**config.mk**
```make
export PLATFORM = sky130hd
export DESIGN_NAME = led_serial_rx
export DESIGN_NICKNAME = d
export VERILOG_FILES = /design/src/rtl/led_serial_rx.sv
export SDC_FILE = /design/constraint.sdc
export NUM_CORES = 1
export LEC_CHECK = 0
export ABC_CLOCK_PERIOD_IN_PS = 6300
export CORE_UTILIZATION = 35
export CTS_CLUSTER_SIZE = 40
export DETAILED_ROUTE_END_ITERATION = 7
export GPL_TIMING_DRIVEN = 1
export PLACE_DENSITY_LB_ADDON = 0.12
export SYNTH_ARGS = -nofsm -noshare
export SYNTH_HDL_FRONTEND = slang
export SYNTH_SLANG_ARGS = --single-unit
```
**constraint.sdc**
```tcl
create_clock -name SysClk -period 6.3 [get_ports SysClk]
set_clock_uncertainty 0.2 [all_clocks]
set_input_delay 0.945 -clock SysClk [delete_from_list [all_inputs] [get_ports SysClk]]
set_output_delay 0.945 -clock SysClk [all_outputs]
set_load 0.05 [all_outputs]
```
**src/rtl/led_serial_rx.sv**
```systemverilog
`default_nettype none
// ============================================================================
// Module  : led_serial_rx
// Brief   : Byte receiver for a chip-selected SPI-like LED link, with framing checks.
// Revision: 1.0 - initial release
// ============================================================================
module led_serial_rx #(
    parameter int SYNC_STAGES = 2,
    parameter int TIMEOUT     = 255
) (
    input  logic       SysClk,
    input  logic       SysRst,
    input  logic       SCLKIn,
    input  logic       DINIn,
    input  logic [7:0] CSIn,
    input  logic       CLRIn,
    output logic [7:0] DataOut,
    output logic [2:0] AddrOut,
    output logic       ValidOut,
    output logic       ErrOut,
    output logic       ClearOut
);

    localparam int TMO_W = $clog2(TIMEOUT + 1);

    typedef enum logic [1:0] {
        S_IDLE  = 2'd0,
        S_SHIFT = 2'd1,
        S_WAIT  = 2'd2
    } state_t;

    logic [SYNC_STAGES-1:0] r_sclkSync;
    logic [SYNC_STAGES-1:0] r_dinSync;
    logic [SYNC_STAGES-1:0] r_clrSync;
    logic [SYNC_STAGES-1:0] r_primed;
    logic [7:0]             r_csSync [SYNC_STAGES];

    state_t                 r_state;
    logic                   r_armed;
    logic                   r_sclkPrev;
    logic [7:0]             r_shift;
    logic [3:0]             r_bitCnt;
    logic [TMO_W-1:0]       r_tmo;
    logic [7:0]             r_csFrame;
    logic [2:0]             r_addr;

    logic                   w_sclk;
    logic                   w_din;
    logic                   w_clr;
    logic [7:0]             w_cs;
    logic [7:0]             w_csLow;
    logic                   w_csAllHigh;
    logic                   w_oneLow;
    logic                   w_sclkRise;
    logic [2:0]             w_csIdx;

    assign w_sclk      = r_sclkSync[SYNC_STAGES-1];
    assign w_din       = r_dinSync[SYNC_STAGES-1];
    assign w_clr       = r_clrSync[SYNC_STAGES-1];
    assign w_cs        = r_csSync[SYNC_STAGES-1];
    assign w_csLow     = ~w_cs;
    assign w_csAllHigh = (w_csLow == 8'd0);
    assign w_oneLow    = !w_csAllHigh && ((w_csLow & (w_csLow - 8'd1)) == 8'd0);
    assign w_sclkRise  = w_sclk && !r_sclkPrev;
    assign ClearOut    = w_clr;

    always_comb begin
        w_csIdx = 3'd0;
        for (int i = 0; i < 8; i++) begin
            if (w_csLow[i]) w_csIdx = 3'(i);
        end
    end

    // r_primed marks when the synchronizers hold real post-reset samples
    always_ff @(posedge SysClk or negedge SysRst) begin
        if (!SysRst) begin
            r_sclkSync <= '0;
            r_dinSync  <= '0;
            r_clrSync  <= '1;
            r_primed   <= '0;
            for (int i = 0; i < SYNC_STAGES; i++) r_csSync[i] <= 8'hFF;
        end else begin
            r_sclkSync <= {r_sclkSync[SYNC_STAGES-2:0], SCLKIn};
            r_dinSync  <= {r_dinSync[SYNC_STAGES-2:0], DINIn};
            r_clrSync  <= {r_clrSync[SYNC_STAGES-2:0], CLRIn};
            r_primed   <= {r_primed[SYNC_STAGES-2:0], 1'b1};
            r_csSync[0] <= CSIn;
            for (int i = 1; i < SYNC_STAGES; i++) r_csSync[i] <= r_csSync[i-1];
        end
    end

    always_ff @(posedge SysClk or negedge SysRst) begin
        if (!SysRst) begin
            r_state    <= S_IDLE;
            r_armed    <= 1'b0;
            r_sclkPrev <= 1'b0;
            r_shift    <= 8'd0;
            r_bitCnt   <= 4'd0;
            r_tmo      <= '0;
            r_csFrame  <= 8'hFF;
            r_addr     <= 3'd0;
            DataOut    <= 8'd0;
            AddrOut    <= 3'd0;
            ValidOut   <= 1'b0;
            ErrOut     <= 1'b0;
        end else begin
            r_sclkPrev <= w_sclk;
            ValidOut   <= 1'b0;
            ErrOut     <= 1'b0;
            if (!w_clr) begin
                r_state <= S_WAIT;
                DataOut <= 8'd0;
                AddrOut <= 3'd0;
            end else if (!r_armed) begin
                // A frame already running at reset release is skipped entirely
                if (&r_primed) begin
                    r_armed <= 1'b1;
                    if (!w_csAllHigh) r_state <= S_WAIT;
                end
            end else begin
                case (r_state)
                    S_IDLE: begin
                        if (w_oneLow) begin
                            r_csFrame <= w_cs;
                            r_addr    <= w_csIdx;
                            r_shift   <= 8'd0;
                            r_bitCnt  <= 4'd0;
                            r_tmo     <= '0;
                            r_state   <= S_SHIFT;
                        end else if (!w_csAllHigh) begin
                            ErrOut  <= 1'b1;
                            r_state <= S_WAIT;
                        end
                    end
                    S_SHIFT: begin
                        if (w_csAllHigh) begin
                            if (r_bitCnt == 4'd8) begin
                                DataOut  <= r_shift;
                                AddrOut  <= r_addr;
                                ValidOut <= 1'b1;
                            end else begin
                                ErrOut <= 1'b1;
                            end
                            r_state <= S_IDLE;
                        end else if (w_cs != r_csFrame) begin
                            ErrOut  <= 1'b1;
                            r_state <= S_WAIT;
                        end else if (w_sclkRise) begin
                            if (r_bitCnt == 4'd8) begin
                                ErrOut  <= 1'b1;
                                r_state <= S_WAIT;
                            end else begin
                                r_shift  <= {r_shift[6:0], w_din};
                                r_bitCnt <= r_bitCnt + 4'd1;
                                r_tmo    <= '0;
                            end
                        end else if (r_tmo >= TMO_W'(TIMEOUT - 1)) begin
                            r_tmo   <= TMO_W'(TIMEOUT);
                            ErrOut  <= 1'b1;
                            r_state <= S_WAIT;
                        end else begin
                            r_tmo <= r_tmo + 1'b1;
                        end
                    end
                    S_WAIT: begin
                        if (w_csAllHigh) r_state <= S_IDLE;
                    end
                    default: r_state <= S_IDLE;
                endcase
            end
        end
    end

endmodule
`default_nettype wire
```
==> results of run 1 <==
[power groups by stage]
stage	Clock [mW]	Sequential [mW]	Combinational (mW)
2_1_floorplan	0	0.533	0.0575
3_3_place_gp	0	0.536	0.0935
3_5_place_dp	0	0.536	0.0924
4_1_cts	0.404	0.528	0.0927
5_1_grt	0.422	0.534	0.100
6_report	0.388	0.528	0.0905
[Yosys cell counts, drive strengths merged, types with 2 or more instances]
cell / count / area, µm²
and3: 3 / 18.8
clkbuf: 4 / 15.0
nand3: 8 / 40.0
dfstp: 26 / 683
a211oi: 4 / 45.1
inv: 9 / 33.8
a31oi: 3 / 18.8
a31o: 11 / 96.3
mux2: 9 / 101
and2: 3 / 18.8
a41oi: 2 / 17.5
mux2i: 2 / 20.0
nor3b: 9 / 72.6
nand3b: 2 / 15.0
a21oi: 6 / 30.0
nand2b: 2 / 12.5
nor2: 9 / 33.8
o211ai: 2 / 15.0
a21o: 2 / 15.0
nand2: 14 / 52.6
nor2b: 3 / 18.8
a2bb2oi: 2 / 17.5
a22o: 11 / 96.3
or2: 2 / 15.0
dfrtp: 46 / 1150
or3: 2 / 12.5
ha: 4 / 50.1
o21ai: 10 / 50.0
xnor2: 8 / 70.1
and4: 3 / 26.3
buf: 12 / 87.6
a311oi: 2 / 23.8
nor3: 7 / 46.3
and4b: 3 / 30.0
o2bb2ai: 2 / 17.5
nand4: 7 / 50.1
[final cells by class]
class	instances	area (µm²)
timing repair buffer	28	273
fill	839	5090
multi-input combinational	173	1300
tap	108	135
inverter	9	33.8
sequential	72	1830
clock inverter	4	51.3
clock buffer	12	166
[layer usage]
layer,track usage,up-vias,share of wire
met3,0.0340,10,0.040
met1,0.193,1077,0.48
li1,-,1046,-
met4,0.0631,0,0.016
met5,0,-,0
met2,0.218,51,0.47
[sequential cells by signal (all words and copies together) (netlist names), 2 cells and up]
signal      cells
AddrOut         3
DataOut         8
r_addr          3
r_bitCnt        4
r_clrSync       2
r_csFrame       8
r_csSync        8
r_dinSync       2
r_primed        2
r_sclkSync      2
r_shift         8
r_state         2
r_tmo           8
w_cs            8
[worst min-delay path by stage]
stage / start / endpoint / slack, ns / depth (start not counted)
finish: r_csSync[13]$_DFF_PN1_ / w_cs[5]$_DFF_PN1_ / 0.15 / 0
global route: r_csSync[13]$_DFF_PN1_ / w_cs[5]$_DFF_PN1_ / 0.16 / 0
CTS: r_csSync[13]$_DFF_PN1_ / w_cs[5]$_DFF_PN1_ / 0.15 / 0
detailed placement: r_sclkSync[0]$_DFF_PN0_ / r_sclkSync[1]$_DFF_PN0_ / 0.14 / 0
global placement: r_sclkSync[0]$_DFF_PN0_ / r_sclkSync[1]$_DFF_PN0_ / 0.13 / 0
floorplan: r_dinSync[0]$_DFF_PN0_ / r_dinSync[1]$_DFF_PN0_ / 0.13 / 0
[kinds of logic after synthesis]
family                   count (synthesis)  synth area share
flip-flops                              72             0.562
AND/OR/NAND/NOR                         80             0.149
other                                    1           0.00115
AO/OA/AOI/OAI                           69             0.171
XOR/XNOR                                 8            0.0215
adder cells (fa/ha/maj)                  4            0.0153
buffers and inverters                   25            0.0418
multiplexers                            11            0.0372
[critical path, delay by kind of cell, from the launching register on]
kind	cells	cell delay (ns)
compound gates	2	0.49
flops	1	0.61
mux	1	0.38
buf+inv	1	0.36
simple gates	2	0.77
[metrics by stage]
stage	cells	total power [mW]
global route	406	1.06
CTS	406	1.03
global placement	390	0.630
floorplan	270	0.591
finish	406	1.01
detailed placement	390	0.629
==> summary.txt, run 1 <==
Run status
  – Status: finished, violations left
  – Failing checks: DRC

Pwr
  – Switching share of power: 0.242
  – Max VDD drop: 199 µV
  – Clock power frac: 0.386
  – Pleak: 1.56 nW
  – Internal Power: about 0.76 mW
  – Combinational share of power: 0.090
  – Sequential power share: 0.524
  – Power Dens Cells: 265 mW/mm²
  – Switching power: around 0.24 mW

STA
  – Unrepaired setup endpoints after global routing: no
  – # setup viols final: 0
  – Slew at the pin with the worst max-slew slack: 1.06 ns
  – Final Cycle Share: 0.463
  – Worst setup margin: 3.38 ns
  – Final hold violation count: 0
  – Fmax: approximately 340 MHz
  – TNS Setup: 0 ns
  – Min cycle time layout: 2.92 ns
  – Worst hold margin: 0.150 ns
  – Final Max Tran Viols: 0
  – Slew Limit Headroom: 0.285

Yosys
  – Syn Std Cell Area: approximately 0.0033 mm²
  – Syn Inst Count: 270
  – Post-synth EDFFs: 0
  – Yosys reg bits: around 70
  – Synth cell types: 62
  – Total number of yosys warnings: 0
  – Mapped Avg Cell Area: between 10 and 15 µm²
  – Main flop type after synthesis: dfrtp_1
  – Sequential cell area fraction in the yosys report: 0.562
  – Syn Nets: 287
  – Ys async rst share: 1.00

Route
  – Drt via density: 5.38
  – Drt wl/cell: 15.4 µm
  – 1st-iter DRT viols: 72
  – Antenna Nets Post-Route: 0
  – Residual DRC count: 2
  – Final WL: 6270 µm
  – First drt pass iteration count: 8
  – Via count: 2184

Finish
  – Final Cell Area: 0.00380 mm²
  – Antenna cells: 0
  – Layout Utilization: 0.427
  – Fin nets: 310
  – Commonest non-fill, non-tap cell in the layout: dfrtp_1
  – Most frequent cells in the layout: dfrtp_1, dfstp_2, clkdlybuf4s50_1, nand2_1, a22o_1
  – Layout cells sized above 1: 0.225
  – Area Growth Syn to Fin: 16.4%

Setup path
  – CP Class: reg2reg
  – R2R cell count: 6
  – Slowest cell on crit path: dfstp_2
  – RR Endpoint: r_tmo[1]$_DFFE_PN0P_
  – Startpoint types: register
  – Crit path max fanout: 29
  – CP Data Arrival Time: 2.95 ns
  – Worst setup startpoint: w_cs[3]$_DFF_PN1_
  – CP cell instances: and4_1 -> o21ai_0 -> a311oi_4 -> buf_4 -> or2_1 -> mux2_2
  – Worst setup endpoint: r_tmo[1]$_DFFE_PN0P_
  – Worst R2R Setup Slack: 3.38 ns
  – Setup crit end kind: register
  – WP data required: roughly 6.3 ns
  – RR Startpoint: w_cs[3]$_DFF_PN1_
  – CP max stage delay: 0.61 ns

Global route
  – First-pass GRT wire length: 10800 µm
  – Vias in the first global route: 2138
  – Initial antenna violation count: 0
  – Largest net degree at the start of global routing: 73
  – Total Routing Usage GR: 0.143
  – Gr ovfl total: 0

Place
  – DP Area: approximately 0.0036 mm²
  – Setup WS pre-CTS: between 3 and 4 ns
  – PortBufs: 26
  – Post-DP HPWL: around 4100 µm
  – Routability cong.: 0.850

Min path
  – Min-delay worst type: reg2reg

Clock network
  – # clock sinks: 72
  – CTS clock-pin slew for the worst setup and hold paths: approximately 0.08 ns
  – H-tree depth: 3
  – CTS tree: done
  – Root buffer cell: clkbuf_8
  – CTS Hold Buffers Added: 0
  – Post-CTS Setup Inserts: 0
  – CTS Buf Count: 9
  – CTS resizes: 0
  – Clk buf depth: 2
  – Worst-Skew Late Latency: 0.34 ns

Floorplan
  – Width of the die: 98.5 µm
  – Die H: 98.5 µm
  – Die area: approximately 0.0097 mm²
  – Cell Rows: 34
  – Core ar.: 0.00889 mm²
  – Initial core utilization: 0.367
  – Top Ports: 27

Job
  – Max-Cap Viols: 0
(Power assumes the default switching activity.)
==> run 2: changes to the inputs <==
--- a/config.mk
+++ b/config.mk
@@ -5,7 +5,7 @@
 export SDC_FILE = /design/constraint.sdc
 export NUM_CORES = 1
 export LEC_CHECK = 0
-export ABC_CLOCK_PERIOD_IN_PS = 6300
+export ABC_CLOCK_PERIOD_IN_PS = 2350
 export CORE_UTILIZATION = 35
 export CTS_CLUSTER_SIZE = 40
 export DETAILED_ROUTE_END_ITERATION = 7
==> constraint.sdc (replaced) <==
create_clock -name SysClk -period 2.35 [get_ports SysClk]
set_clock_uncertainty 0.2 [all_clocks]
set_input_delay 0.3525 -clock SysClk [delete_from_list [all_inputs] [get_ports SysClk]]
set_output_delay 0.3525 -clock SysClk [all_outputs]
set_load 0.05 [all_outputs]
==> summary.txt, run 2 (synthesis gave the netlist of run 1 again) <==
Job
  – Max-Cap Viols: 0

Place
  – PortBufs: 26
  – Routability cong.: ~0.83
  – DP Area: 0.00376 mm²
  – Post-DP HPWL: approximately 4500 µm
  – Placed instance count: a little over 400

Finish
  – Multi-input gate area in the final layout: between 0.001 and 0.0015 mm²
  – Layout Utilization: 0.452
  – Antenna cells: 0
  – Fillers: 837
  – Area Growth Syn to Fin: 23.3%
  – Fin cells: 430
  – Most frequent cells in the layout: dfrtp_1, buf_4, dfstp_2, clkdlybuf4s50_1, nand2_1
  – Commonest non-fill, non-tap cell in the layout: dfrtp_1
  – Final Cell Area: 0.00402 mm²
  – Seq. cell area: 0.00184 mm²
  – Layout cells sized above 1: 0.301
  – Fin nets: 334

Clock network
  – Root buffer cell: clkbuf_8
  – Worst-Skew Late Latency: 0.35 ns
  – Clk buf depth: 2
  – CTS Buf Count: 9
  – CTS clock-pin slew for the worst setup and hold paths: ~0.080 ns
  – # clock sinks: 72
  – H-tree depth: 3
  – CTS tree: done

Floorplan
  – Width of the die: 98.5 µm
  – Cell Rows: 34
  – Top Ports: 27
  – Core ar.: 0.00889 mm²
  – Die H: a little under 100 µm
  – Initial core utilization: 0.367
  – Die area: 0.00971 mm²

Route
  – Drt wl/cell: ~15 µm
  – Antenna Nets Post-Route: 0
  – Drt via density: 5.28
  – 1st-iter DRT viols: 71
  – Final WL: ~6500 µm
  – Residual DRC count: 0
  – First drt pass iteration count: 6
  – Via count: 2272

Setup path
  – Startpoint types: register
  – WP data required: between 2 and 2.5 ns
  – Setup crit end kind: register
  – CP Class: reg2reg
  – CP Data Arrival Time: 2.34 ns
  – Crit path max fanout: 16

Global route
  – Largest net degree at the start of global routing: 40
  – Vias in the first global route: 2264
  – Gr ovfl total: 0
  – Total Routing Usage GR: 0.150
  – First-pass GRT wire length: 11300 µm
  – Initial antenna violation count: 0

Run status
  – Status: finished, final reports clean

STA
  – TNS Setup: 0 ns
  – Final Cycle Share: 0.968
  – Unrepaired setup endpoints after global routing: yes
  – Final Max Tran Viols: 0
  – Slew at the pin with the worst max-slew slack: approximately 0.54 ns
  – Final hold violation count: 0
  – Fmax: 440 MHz
  – Min cycle time layout: approximately 2.3 ns
  – # setup viols final: 0
  – Slew Limit Headroom: 0.635

Pwr
  – Switching share of power: 0.251
  – Sequential power share: 0.526
  – Clock power frac: 0.371
  – Switching power: 0.670 mW
  – Power Dens Cells: 665 mW/mm²
  – Pleak: 1.68 nW
  – Combinational share of power: 0.103
  – Max VDD drop: 411 µV
  – Internal Power: roughly 2 mW
  – Design Power: 2.67 mW

Min path
  – Min-delay worst type: reg2reg
[run 2: cell types whose count changed in the layout (fill, tap and decap cells not counted), moves of 2 or more]
| cell | change |
|---|---|
| o21ai_0 | -2 |
| buf_4 | +22 |
| clkinv_4 | +2 |
| o21ai_1 | +2 |
[run 2: cell type report]
type | instances | area share
Clock inverter | 6 | 0.0171
Timing Repair Buffer | 52 | 0.117
Inverter | 9 | 0.00840
Multi-Input combinational cell | 173 | 0.333
Tap cell | 108 | 0.0336
Clock buffer | 10 | 0.0342
Sequential cell | 72 | 0.457
[run 2: power groups by stage]
stage | logic (mW) | registers (mW) | clock network [mW]
after global routing | 0.304 | 1.42 | 1.10
after CTS | 0.276 | 1.41 | 1.03
after floorplan | 0.156 | 1.43 | 0
after global placement | 0.271 | 1.43 | 0
final | 0.274 | 1.41 | 0.992
after detailed placement | 0.273 | 1.43 | 0
[run 2: critical path: stages (launching register included)]
cell and delay [ns]:
dfstp_2 0.57, nand4_2 0.11, or3_4 0.39, a311oi_4 0.34, buf_6 0.23, mux2_2 0.34
[run 2: what timing repair did]
item | in CTS | in global routing
hold buffers | 1 | 0
setup buffers | 0 | 1
hold endpoints to repair | 14 | 0
endpoints found under the setup margin | 10 | 30
gates resized for setup | 0 | 11
pin swaps | 0 | 1
[run 2: path summary, 6_finish.rpt]
| kind | end | depth (start not counted) | slack [ns] | startpoint |
|---|---|---|---|---|
| min | w_cs[2]$_DFF_PN1_ | 0 | 0.15 | r_csSync[10]$_DFF_PN1_ |
| max in group asynchronous | r_csFrame[3]$_DFFE_PN1P_ | 3 | 1.04 | SysRst |
| max reg2reg | r_csFrame[0]$_DFFE_PN1P_ | 5 | 0.07 | w_cs[1]$_DFF_PN1_ |
| min reg2reg | w_cs[2]$_DFF_PN1_ | 0 | 0.15 | r_csSync[10]$_DFF_PN1_ |
| min in group asynchronous | r_tmo[3]$_DFFE_PN0P_ | 2 | 0.30 | SysRst |
| max | r_csFrame[0]$_DFFE_PN1P_ | 5 | 0.07 | w_cs[1]$_DFF_PN1_ |
[run 2: per-stage QoR]
stage | setup slack, ns | hold WS [ns]
floorplan | -0.00116 | -0.143
global placement | 0.0285 | 0.123
detailed placement | -0.00430 | 0.125
CTS | -0.0169 | 0.153
global route | -0.00882 | 0.159
finish | 0.0749 | 0.151
[run 2: layer usage]
metal  GRT usage  wire (µm)  vias up
li1            -          -     1100
met1       0.203       3140     1116
met3      0.0319        234       11
met5           0          0        -
met2       0.233       3040       45
met4      0.0654        115        0
